`config.mk`:
```
export PLATFORM = sky130hd
export DESIGN_NAME = conv_job_ctrl
export DESIGN_NICKNAME = d
export VERILOG_FILES = /design/src/rtl/conv_pkg.sv /design/src/rtl/conv_addr_gen.sv /design/src/rtl/conv_job_ctrl.sv
export SDC_FILE = /design/constraint.sdc
export NUM_CORES = 1
export LEC_CHECK = 0
export ABC_AREA = 1
export CORE_MARGIN = 5
export CORE_UTILIZATION = 61
export CTS_CLUSTER_SIZE = 16
export DETAILED_ROUTE_END_ITERATION = 8
export GPL_TIMING_DRIVEN = 0
export PLACE_DENSITY = 0.88
export SETUP_SLACK_MARGIN = 0.1
export SYNTH_ARGS = -nofsm -noshare
export SYNTH_HDL_FRONTEND = slang
export SYNTH_SLANG_ARGS = --single-unit
```
`constraint.sdc`:
```
create_clock -name clk -period 9.55 [get_ports clk]
set_clock_uncertainty 0.05 [all_clocks]
set_input_delay 1.4325 -clock clk [delete_from_list [all_inputs] [get_ports clk]]
set_output_delay 1.4325 -clock clk [all_outputs]
set_load 0.02 [all_outputs]
```
`src/rtl/conv_pkg.sv`:
```
// Shared definitions for the convolution job sequencer: FSM state encoding,
// bytes consumed per accelerator read strobe, job_err bit positions and the
// expected IFM/weight stream lengths for a job.
package conv_pkg;

    typedef enum logic [1:0] {
        ST_IDLE   = 2'd0,
        ST_LAUNCH = 2'd1,
        ST_RUN    = 2'd2,
        ST_DONE   = 2'd3
    } conv_state_e;

    // Bytes the accelerator consumes on each read strobe
    localparam int unsigned IFM_BYTES_PER_BEAT = 6;
    localparam int unsigned WGT_BYTES_PER_BEAT = 3;

    // job_err bit positions
    localparam int ERR_OVR     = 0;   // overrun or spurious strobe
    localparam int ERR_IFM_LEN = 1;
    localparam int ERR_WGT_LEN = 2;
    localparam int ERR_TIMEOUT = 3;

    // IFM bytes for one job: channels * padded tile width * tiles * row groups * 8 rows
    function automatic int unsigned ifm_len(input logic [1:0] ci,
                                            input int unsigned ti = 16,
                                            input int unsigned rg = 13);
        return (32'(ci) + 1) * 8 * (ti + 2) * (64 / ti) * rg * 8;
    endfunction

    // Weight bytes for one job: 3x3 kernel * in channels * out channels * passes
    function automatic int unsigned wgt_len(input logic [1:0] ci,
                                            input logic [1:0] co,
                                            input int unsigned ti = 16,
                                            input int unsigned rg = 13);
        return 9 * (32'(ci) + 1) * 8 * (32'(co) + 1) * 8 * rg * (64 / ti);
    endfunction

endpackage

```
`src/rtl/conv_addr_gen.sv`:
```
// Byte-address generator for one accelerator read stream. Keeps a running
// byte count that advances by STEP per strobe, refuses to advance past the
// expected length (flagging overrun instead) and reports an exact length match.
module conv_addr_gen #(
    parameter int ADDR_W = 20,
    parameter int STEP   = 6
) (
    input  logic              clk,
    input  logic              rst,
    input  logic              clear,
    input  logic              strobe,
    input  logic [ADDR_W-1:0] base,
    input  logic [ADDR_W-1:0] len,
    output logic [ADDR_W-1:0] addr,
    output logic              overrun,
    output logic              count_match
);

    logic [ADDR_W-1:0] cnt_reg;

    // Address is valid in the strobe cycle itself so the memory can be read asynchronously
    assign addr        = base + cnt_reg;
    assign overrun     = strobe && (cnt_reg >= len);
    assign count_match = (cnt_reg == len);

    // Running byte count; an overrunning strobe leaves the count (and address) unchanged
    always_ff @(posedge clk) begin
        if (rst || clear) begin
            cnt_reg <= '0;
        end else if (strobe && !overrun) begin
            cnt_reg <= cnt_reg + ADDR_W'(STEP);
        end
    end

endmodule

```
`src/rtl/conv_job_ctrl.sv`:
```
// Job sequencer for the 3x3 convolution accelerator: accepts a job, pulses
// start_conv, generates IFM/weight addresses, counts OFM beats and reports
// completion with a sticky error status.
// Optional watchdog: define CONV_JOB_CTRL_WDOG_EN to build the RUN idle timeout.
module conv_job_ctrl
    import conv_pkg::*;
#(
    parameter int TI          = 16,
    parameter int ROW_GROUPS  = 13,
    parameter int ADDR_W      = 20,
    parameter int WDOG_CYCLES = 4096
) (
    input  logic              clk,
    input  logic              rst,
    input  logic              job_valid,
    output logic              job_ready,
    input  logic [1:0]        job_ci,
    input  logic [1:0]        job_co,
    input  logic [ADDR_W-1:0] job_ifm_base,
    input  logic [ADDR_W-1:0] job_wgt_base,
    output logic              job_done,
    output logic [3:0]        job_err,
    output logic [15:0]       ofm_beats,
    output logic              start_conv,
    output logic [1:0]        cfg_ci,
    output logic [1:0]        cfg_co,
    input  logic              ifm_read,
    input  logic              wgt_read,
    output logic [ADDR_W-1:0] ifm_addr,
    output logic [ADDR_W-1:0] wgt_addr,
    input  logic              ofm_port0_v,
    input  logic              ofm_port1_v,
    input  logic              end_conv
);

    localparam logic [1:0] S_IDLE   = ST_IDLE;
    localparam logic [1:0] S_LAUNCH = ST_LAUNCH;
    localparam logic [1:0] S_RUN    = ST_RUN;
    localparam logic [1:0] S_DONE   = ST_DONE;

    logic [1:0]        state_reg, state_next;
    logic [1:0]        cfg_ci_reg, cfg_co_reg;
    logic [ADDR_W-1:0] ifm_base_reg, wgt_base_reg;
    logic [3:0]        err_reg, err_next;
    logic [15:0]       beats_reg;
    logic [16:0]       beats_sum;
    logic              seen_job_reg;

    logic              accept, in_run, ifm_stb, wgt_stb, spurious, timeout;
    logic [ADDR_W-1:0] ifm_len_w, wgt_len_w;
    logic              ifm_ovr, wgt_ovr, ifm_match, wgt_match;

    assign job_ready  = (state_reg == S_IDLE);
    assign start_conv = (state_reg == S_LAUNCH);
    assign job_done   = (state_reg == S_DONE);
    assign in_run     = (state_reg == S_RUN);
    assign accept     = job_valid && job_ready;
    assign job_err    = err_reg;
    assign ofm_beats  = beats_reg;
    assign cfg_ci     = cfg_ci_reg;
    assign cfg_co     = cfg_co_reg;

    // Strobes only count while running; elsewhere they are spurious, except
    // before the very first job when the accelerator may still be settling.
    assign ifm_stb  = ifm_read && in_run;
    assign wgt_stb  = wgt_read && in_run;
    assign spurious = (ifm_read || wgt_read || end_conv) && !in_run &&
                      !((state_reg == S_IDLE) && !seen_job_reg);

    assign ifm_len_w = ADDR_W'(ifm_len(cfg_ci_reg, TI, ROW_GROUPS));
    assign wgt_len_w = ADDR_W'(wgt_len(cfg_ci_reg, cfg_co_reg, TI, ROW_GROUPS));

    conv_addr_gen #(.ADDR_W(ADDR_W), .STEP(IFM_BYTES_PER_BEAT)) u_ifm_gen (
        .clk(clk), .rst(rst), .clear(accept), .strobe(ifm_stb),
        .base(ifm_base_reg), .len(ifm_len_w),
        .addr(ifm_addr), .overrun(ifm_ovr), .count_match(ifm_match)
    );

    conv_addr_gen #(.ADDR_W(ADDR_W), .STEP(WGT_BYTES_PER_BEAT)) u_wgt_gen (
        .clk(clk), .rst(rst), .clear(accept), .strobe(wgt_stb),
        .base(wgt_base_reg), .len(wgt_len_w),
        .addr(wgt_addr), .overrun(wgt_ovr), .count_match(wgt_match)
    );

`ifdef CONV_JOB_CTRL_WDOG_EN
    localparam int WDOG_W = $clog2(WDOG_CYCLES + 1);
    logic [WDOG_W-1:0] idle_cnt_reg;
    logic              activity;

    assign activity = ifm_read || wgt_read || ofm_port0_v || ofm_port1_v;
    assign timeout  = in_run && !activity && (idle_cnt_reg == WDOG_W'(WDOG_CYCLES - 1));

    // Idle-cycle counter, only meaningful in RUN; any accelerator activity restarts it
    always_ff @(posedge clk) begin
        if (rst || !in_run || activity) begin
            idle_cnt_reg <= '0;
        end else begin
            idle_cnt_reg <= idle_cnt_reg + 1'b1;
        end
    end
`else
    // No watchdog: a negative limit is impossible, so timeout never fires
    assign timeout = (WDOG_CYCLES < 0);
`endif

    // Next-state decode for the job FSM
    always_comb begin
        state_next = state_reg;
        case (state_reg)
            S_IDLE:   if (accept) state_next = S_LAUNCH;
            S_LAUNCH: state_next = S_RUN;
            S_RUN:    if (end_conv || timeout) state_next = S_DONE;
            default:  state_next = S_IDLE;
        endcase
    end

    // Sticky error status: cleared on accept, otherwise bits only ever set
    always_comb begin
        err_next = err_reg;
        if (accept) begin
            err_next = '0;
        end else begin
            if (spurious || ifm_ovr || wgt_ovr) err_next[ERR_OVR] = 1'b1;
            if (in_run && end_conv && !ifm_match) err_next[ERR_IFM_LEN] = 1'b1;
            if (in_run && end_conv && !wgt_match) err_next[ERR_WGT_LEN] = 1'b1;
            if (timeout) err_next[ERR_TIMEOUT] = 1'b1;
        end
    end

    assign beats_sum = {1'b0, beats_reg} + 17'(ofm_port0_v) + 17'(ofm_port1_v);

    // State, job configuration latch, error status and saturating OFM beat count
    always_ff @(posedge clk) begin
        if (rst) begin
            state_reg    <= S_IDLE;
            cfg_ci_reg   <= '0;
            cfg_co_reg   <= '0;
            ifm_base_reg <= '0;
            wgt_base_reg <= '0;
            err_reg      <= '0;
            beats_reg    <= '0;
            seen_job_reg <= 1'b0;
        end else begin
            state_reg <= state_next;
            err_reg   <= err_next;
            if (accept) begin
                cfg_ci_reg   <= job_ci;
                cfg_co_reg   <= job_co;
                ifm_base_reg <= job_ifm_base;
                wgt_base_reg <= job_wgt_base;
                beats_reg    <= '0;
                seen_job_reg <= 1'b1;
            end else if (in_run) begin
                beats_reg <= beats_sum[16] ? 16'hFFFF : beats_sum[15:0];
            end
        end
    end

endmodule

```
## Word level (Yosys, flattened, before mapping)

Cells that the tools add are included.

| operators by class | value |
|---|---|
| reductions and logical operators | 28 |
| multipliers | 5 |
| mux-type cells | 4 |
| add/sub/neg operators | 8 |
| order comparisons | 2 |
| equal/unequal tests | 7 |

Operators with widths:

| cell | count |
|---|---|
| 20-bit adder | 2 |
| 20-bit == test | 2 |
| 20-bit >= comparator | 2 |
| 29-bit by 4-bit multiplier with 26-bit output, second input constant | 1 |
| 26-bit by 4-bit multiplier with 11-bit output, second input constant | 1 |
| 20-bit by 2-bit adder with 20-bit output, second input constant | 1 |
| 20-bit by 3-bit adder with 20-bit output, second input constant | 1 |
| 16-bit by 1-bit adder with 17-bit output | 1 |
| 17-bit by 1-bit adder with 17-bit output | 1 |
| 16-bit 2-to-1 mux | 1 |
| 1-bit logical AND | 13 |
| 10-bit by 4-bit multiplier with 12-bit output, second input constant | 1 |
| 7-bit by 3-bit multiplier with 10-bit output | 1 |
| 1-bit zero test | 7 |
| 4-bit by 3-bit multiplier with 7-bit output, first input constant | 1 |
| 2-bit by 1-bit adder with 3-bit output, second input constant | 2 |
| 2-bit case mux with 3 select lines | 1 |
| 1-bit logical OR | 5 |
| 2-bit == test, second input constant | 2 |
| 2-bit 2-to-1 mux | 2 |
| 2-bit by 1-bit == test with 1-bit output, second input constant | 1 |
| 2-bit zero test | 1 |
| 2-bit by 1-bit inequality test with 1-bit output, second input constant | 1 |
| 2-bit inequality test, second input constant | 1 |
| 2 further kinds | 2 |

| storage, ports and cells | value |
|---|---|
| bits in registers | 106 |
| input port bits | 52 |

## Depth between registers and ports, before layout

| depth | value |
|---|---|
| depth after elaboration | 8 |
| depth in mapped cells | 36 |
| gate-level depth less buffers | 35 |

## Modules after synthesis

From an unflattened synthesis, not the netlist that was laid out.

| second synthesis, totals | value |
|---|---|
| cells, all modules | 1478 |
| area, all modules | 9750.6 um^2 |

Modules (own cells, without submodules):

| module | area each (um^2) | cells an instance | times used |
|---|---|---|---|
| conv_job_ctrl | 4180.3 | 570 | 1 |
| conv_addr_gen at u_ifm_gen | 2837.7 | 451 | 1 |
| conv_addr_gen at u_wgt_gen | 2732.6 | 457 | 1 |

## Least setup slack after synthesis

No wires, ideal clock.

| timing path | value |
|---|---|
| path type | register to register |
| start | reg cfg_ci_reg[0], in the netlist cfg_ci[0] |
| end | reg u_wgt_gen.cnt_reg[10] |
| period minus slack after synthesis | 6.052 ns |
| library setup time | 0.070 ns |
| path slack | 3.498 ns |
| arrival time | 5.931 ns |
| path buffers | 1 |
| stages on the path, launching flop included | 32 |
| required time | 9.430 ns |
| cells stage by stage | dfxtp_1 > inv_1 > ha_1 > nand2_1 > inv_1 > fa_1 > ha_1 > fa_1 > xor2_1 > ha_1 > inv_1 > fa_1 > inv_1 > ha_1 > inv_1 > o21ai_0 > a31oi_1 > inv_1 > nand2_1 > a21oi_1 > nor2_1 > xor2_1 > ha_1 > a21oi_1 > o21ai_0 > a21oi_1 > and2_1 > nand3_1 > inv_2 > buf_2 > nand2_1 > a21oi_1 |

| between the ends | value |
|---|---|
| word-level cells in the longest chain between the ends | 8 |

RTL lines:

| item | RTL line | RTL |
|---|---|---|
| start: declaration | conv_job_ctrl.sv:42 | `logic [1:0] cfg_ci_reg, cfg_co_reg;` |
| start signal: assignment | conv_job_ctrl.sv:147 | `cfg_ci_reg <= job_ci;` |
| 2-bit by 1-bit adder with 3-bit output | conv_pkg.sv:35 | `return 9 * (32'(ci) + 1) * 8 * (32'(co) + 1) * 8 * rg * (64 / ti);` |
| 4-bit by 3-bit multiplier with 7-bit output | conv_pkg.sv:35 |  |
| 7-bit by 3-bit multiplier with 10-bit output | conv_pkg.sv:35 |  |
| 10-bit by 4-bit multiplier with 12-bit output | conv_pkg.sv:35 |  |
| 20-bit >= comparator | conv_addr_gen.sv:23 | `assign overrun = strobe && (cnt_reg >= len);` |
| 1-bit logical AND | conv_addr_gen.sv:23 |  |
| 1-bit zero test | conv_addr_gen.sv:30 | `end else if (strobe && !overrun) begin` |
| 1-bit logical AND | conv_addr_gen.sv:30 |  |
| end signal: assignment | conv_addr_gen.sv:31 | `cnt_reg <= cnt_reg + ADDR_W'(STEP);` |
| end: declaration | conv_addr_gen.sv:19 | `logic [ADDR_W-1:0] cnt_reg;` |

No other way between the ends.
A chain may end at the register's enable or synchronous reset.

## Worst setup path in the final report

| timing path | value |
|---|---|
| start | reg cfg_ci_reg[0], in the netlist cfg_ci[0] |
| end | reg u_wgt_gen.cnt_reg[12] |

The elaborated chain is that of the path after synthesis.

==> key figures <==
Drt
  • Final ANT Viol Nets: 0
  • Via count: 8722
  • Detailed Routing Iterations Pass 1: 5
  • Drt wl/cell: 15.7 um
  • Initial drt markers: 648
  • # DRC: 0
  • Routed WL: 24.2 mm
  • Vias per Instance: 5.67

Clocking
  • Worst skew pair latency: 0.36 ns
  • Hold_buf cts: 0
  • Clock transition at the registers of the reported paths: 0.08 ns
  • Root Buffer: clkbuf_16
  • TritonCTS Buffers: 9
  • TritonCTS clock tree: built
  • Setup repair bufs after CTS: 0
  • Clk buf depth: 2
  • Clock Sinks: 105
  • Cts repair resizes: 0
  • H-Tree Level Count: 3

Cells and area
  • Leading cell type in the layout, fill and taps excluded: nand2_1
  • Commonest cells after routing, fill and taps aside: nand2_1, inv_1, a21oi_1
  • Post-layout net count: 1522
  • Share of cells above drive strength 1: 0.0302
  • Antenna Diode Count: 0
  • Layout area overhead: 19.8%

STA
  • Final slew viol count: 0
  • Final Hold Fails: 0
  • Min Hold Slack: 0.424 ns
  • Worst Slack Setup Final: 2.60 ns
  • Tcrit/Tclk final: 0.728
  • Final period demand of the worst path: 6.95 ns
  • Worst Max-Slew Pin Slew: 0.759 ns
  • Setup TNS: 0 ns
  • Relative slew margins: 0.494
  • RSZ-0062 raised after global routing: false
  • FMAX: 144 MHz
  • # setup viols final: 0

Yosys
  • Synthesized flop and latch total: 105
  • Avg Synthesized Cell Area: 7.04 sq um
  • Count of cell types in the netlist: 46
  • Post-synthesis sequential area ratio: 0.244
  • Synth Cell Area: 0.00861 sq mm
  • Asr flop ratio synth: 0
  • Post-Syn Nets: 1394
  • Post-synth EDFFs: 0
  • YS warnings: 0
  • Mapped Cells: 1224
  • Most used flip-flop cell after synthesis: dfxtp_1

GRT
  • Overflow after GRT: 0
  • Largest net degree at the start of global routing: 22
  • Antenna violations before repair: 0
  • Total track usage: 0.294
  • First-pass GRT wire length: 39.5 mm
  • Vias in the first global route: 8212

Setup path
  • WP data required: 9.78 ns
  • Cell repeated most along the worst path: inv_1
  • FF-to-FF End: u_wgt_gen.cnt_reg[12]
  • Crit path max-delay cell type: dfxtp_1
  • Worst EP arrival: 7.18 ns
  • Crit. End Element: register
  • R2R setup slack: 2.60 ns
  • CP Max Fanout: 10
  • Critical Path Source: cfg_ci[0]
  • R2R cell count: 31
  • Startpoint Class: register
  • Crit Path Class: reg -> reg
  • Critical R2R Launch: cfg_ci[0]
  • CP peak stage delay: 0.55 ns
  • End point of the critical path: u_wgt_gen.cnt_reg[12]

Place
  • Final GP Congestion: 0.937
  • Buffers on Ports: 117
  • DP HPWL: 19.2 mm
  • Setup WS pre-CTS: 2.70 ns

Run status
  • Status: complete, no violations

Power
  • Pwr Total: 2180 uW
  • Power density cells: 212 mW/mm^2
  • Pleak: 0.00471 uW
  • Peak VDD IR: 0.142 mV

Floorplan
  • IO Pins: 119
  • Die Ht: 129 um
  • Initial core utilization: 0.621
  • Total core area: 0.0139 sq mm
  • DIE AREA: 0.0166 sq mm
  • Rows: 43
  • Die W: 129 um

Job
  • Max cap viols: 0

Min path
  • Worst Hold Class: reg -> reg
  • Hold_sp: ifm_base_reg[15]
[critical path: cells and delay by family (launching register included)]
family / cells / cell delay, ns
AOI/OAI and AO/OA: 7 / 1.02
xor gates and xnor gates: 2 / 0.36
adders and majority gates: 8 / 3.13
buffers and inverters: 8 / 1.07
DFF: 1 / 0.55
and+or+nand+nor: 6 / 0.67
[logic make-up (layout without fill, tap and decap cells)]
group                      count (synthesis)  count (layout)  synth area share
and+or+nand+nor                          516             516             0.255
AOI/OAI and AO/OA                        220             220             0.142
buffers and inverters                    170             303            0.0799
adders and majority gates                118             118             0.182
DFF                                      105             105             0.244
xor gates and xnor gates                  94              94            0.0965
other                                      1               1          0.000435
[cell type report]
cell class	instances	area [sq um]
Multi-Input combinational cell	949	5820
Sequential cell	105	2100
Clock buffer	9	225
Clock inverter	7	82.6
Inverter	140	526
Buffer	30	163
Fill cell	1101	3560
Timing Repair Buffer	117	1170
Tap cell	180	225
[how the worst min path moves through the flow]
stage / end / slack (ns) / depth (start not counted)
after floorplan: seen_job_reg / 0.38 / 2
after global placement: ifm_base_reg[0] / 0.40 / 2
after detailed placement: ifm_base_reg[11] / 0.41 / 2
after CTS: ifm_base_reg[11] / 0.43 / 2
after global routing: wgt_base_reg[2] / 0.45 / 2
final: ifm_base_reg[15] / 0.42 / 2
[cells in the mapped netlist, types with 2 or more instances]
library cell  number  share of area
nand2_1          299           0.13
inv_1            136          0.059
a21oi_1          134          0.078
ha_1             106           0.15
dfxtp_1          105           0.24
nor2_1            88          0.038
xor2_1            67          0.068
nand3_1           47          0.027
o21ai_0           41          0.024
nand4_1           31          0.023
nor3_1            27          0.016
xnor2_1           26          0.026
clkbuf_1          16         0.0070
a211oi_1          12          0.010
fa_1              12          0.028
a31oi_1            7         0.0051
nor4_1             7         0.0051
o21bai_1           7         0.0061
a21o_1             6         0.0052
buf_2              4         0.0023
buf_1              3         0.0013
buf_4              3         0.0026
buf_6              3         0.0039
inv_2              3         0.0013
nand2_2            3         0.0022
o2111ai_1          3         0.0031
a21boi_0           2         0.0017
a221oi_1           2         0.0020
and2_1             2         0.0015
nand3_2            2         0.0023
nand3b_1           2         0.0017
nor2_2             2         0.0015
nor3b_1            2         0.0017
o22ai_1            2         0.0015
[stage by stage]
step	utilization	cells	cell area (sq um)
3_3_place_gp	0.721	1521	10000
2_1_floorplan	-	1224	8610
4_1_cts	0.743	1537	10300
5_1_grt	0.743	1537	10300
6_report	0.743	1537	10300
3_5_place_dp	0.721	1521	10000
[per-layer routing]
| metal | share of wire | track usage | up-vias |
|---|---|---|---|
| met1 | 0.46 | 0.405 | 4030 |
| met5 | 0 | 0 | - |
| met4 | 0.021 | 0.0815 | 0 |
| li1 | - | - | 4330 |
| met3 | 0.076 | 0.0623 | 41 |
| met2 | 0.45 | 0.467 | 321 |
[power by group]
part           internal [uW]  leakage (uW)  switching, uW  total (uW)
sequential               486      0.000853           42.8         528
clock                    189      0.000148            198         387
combinational            488       0.00371            779        1270
total                   1160       0.00471           1020        2180
(Power assumes the default switching activity.)
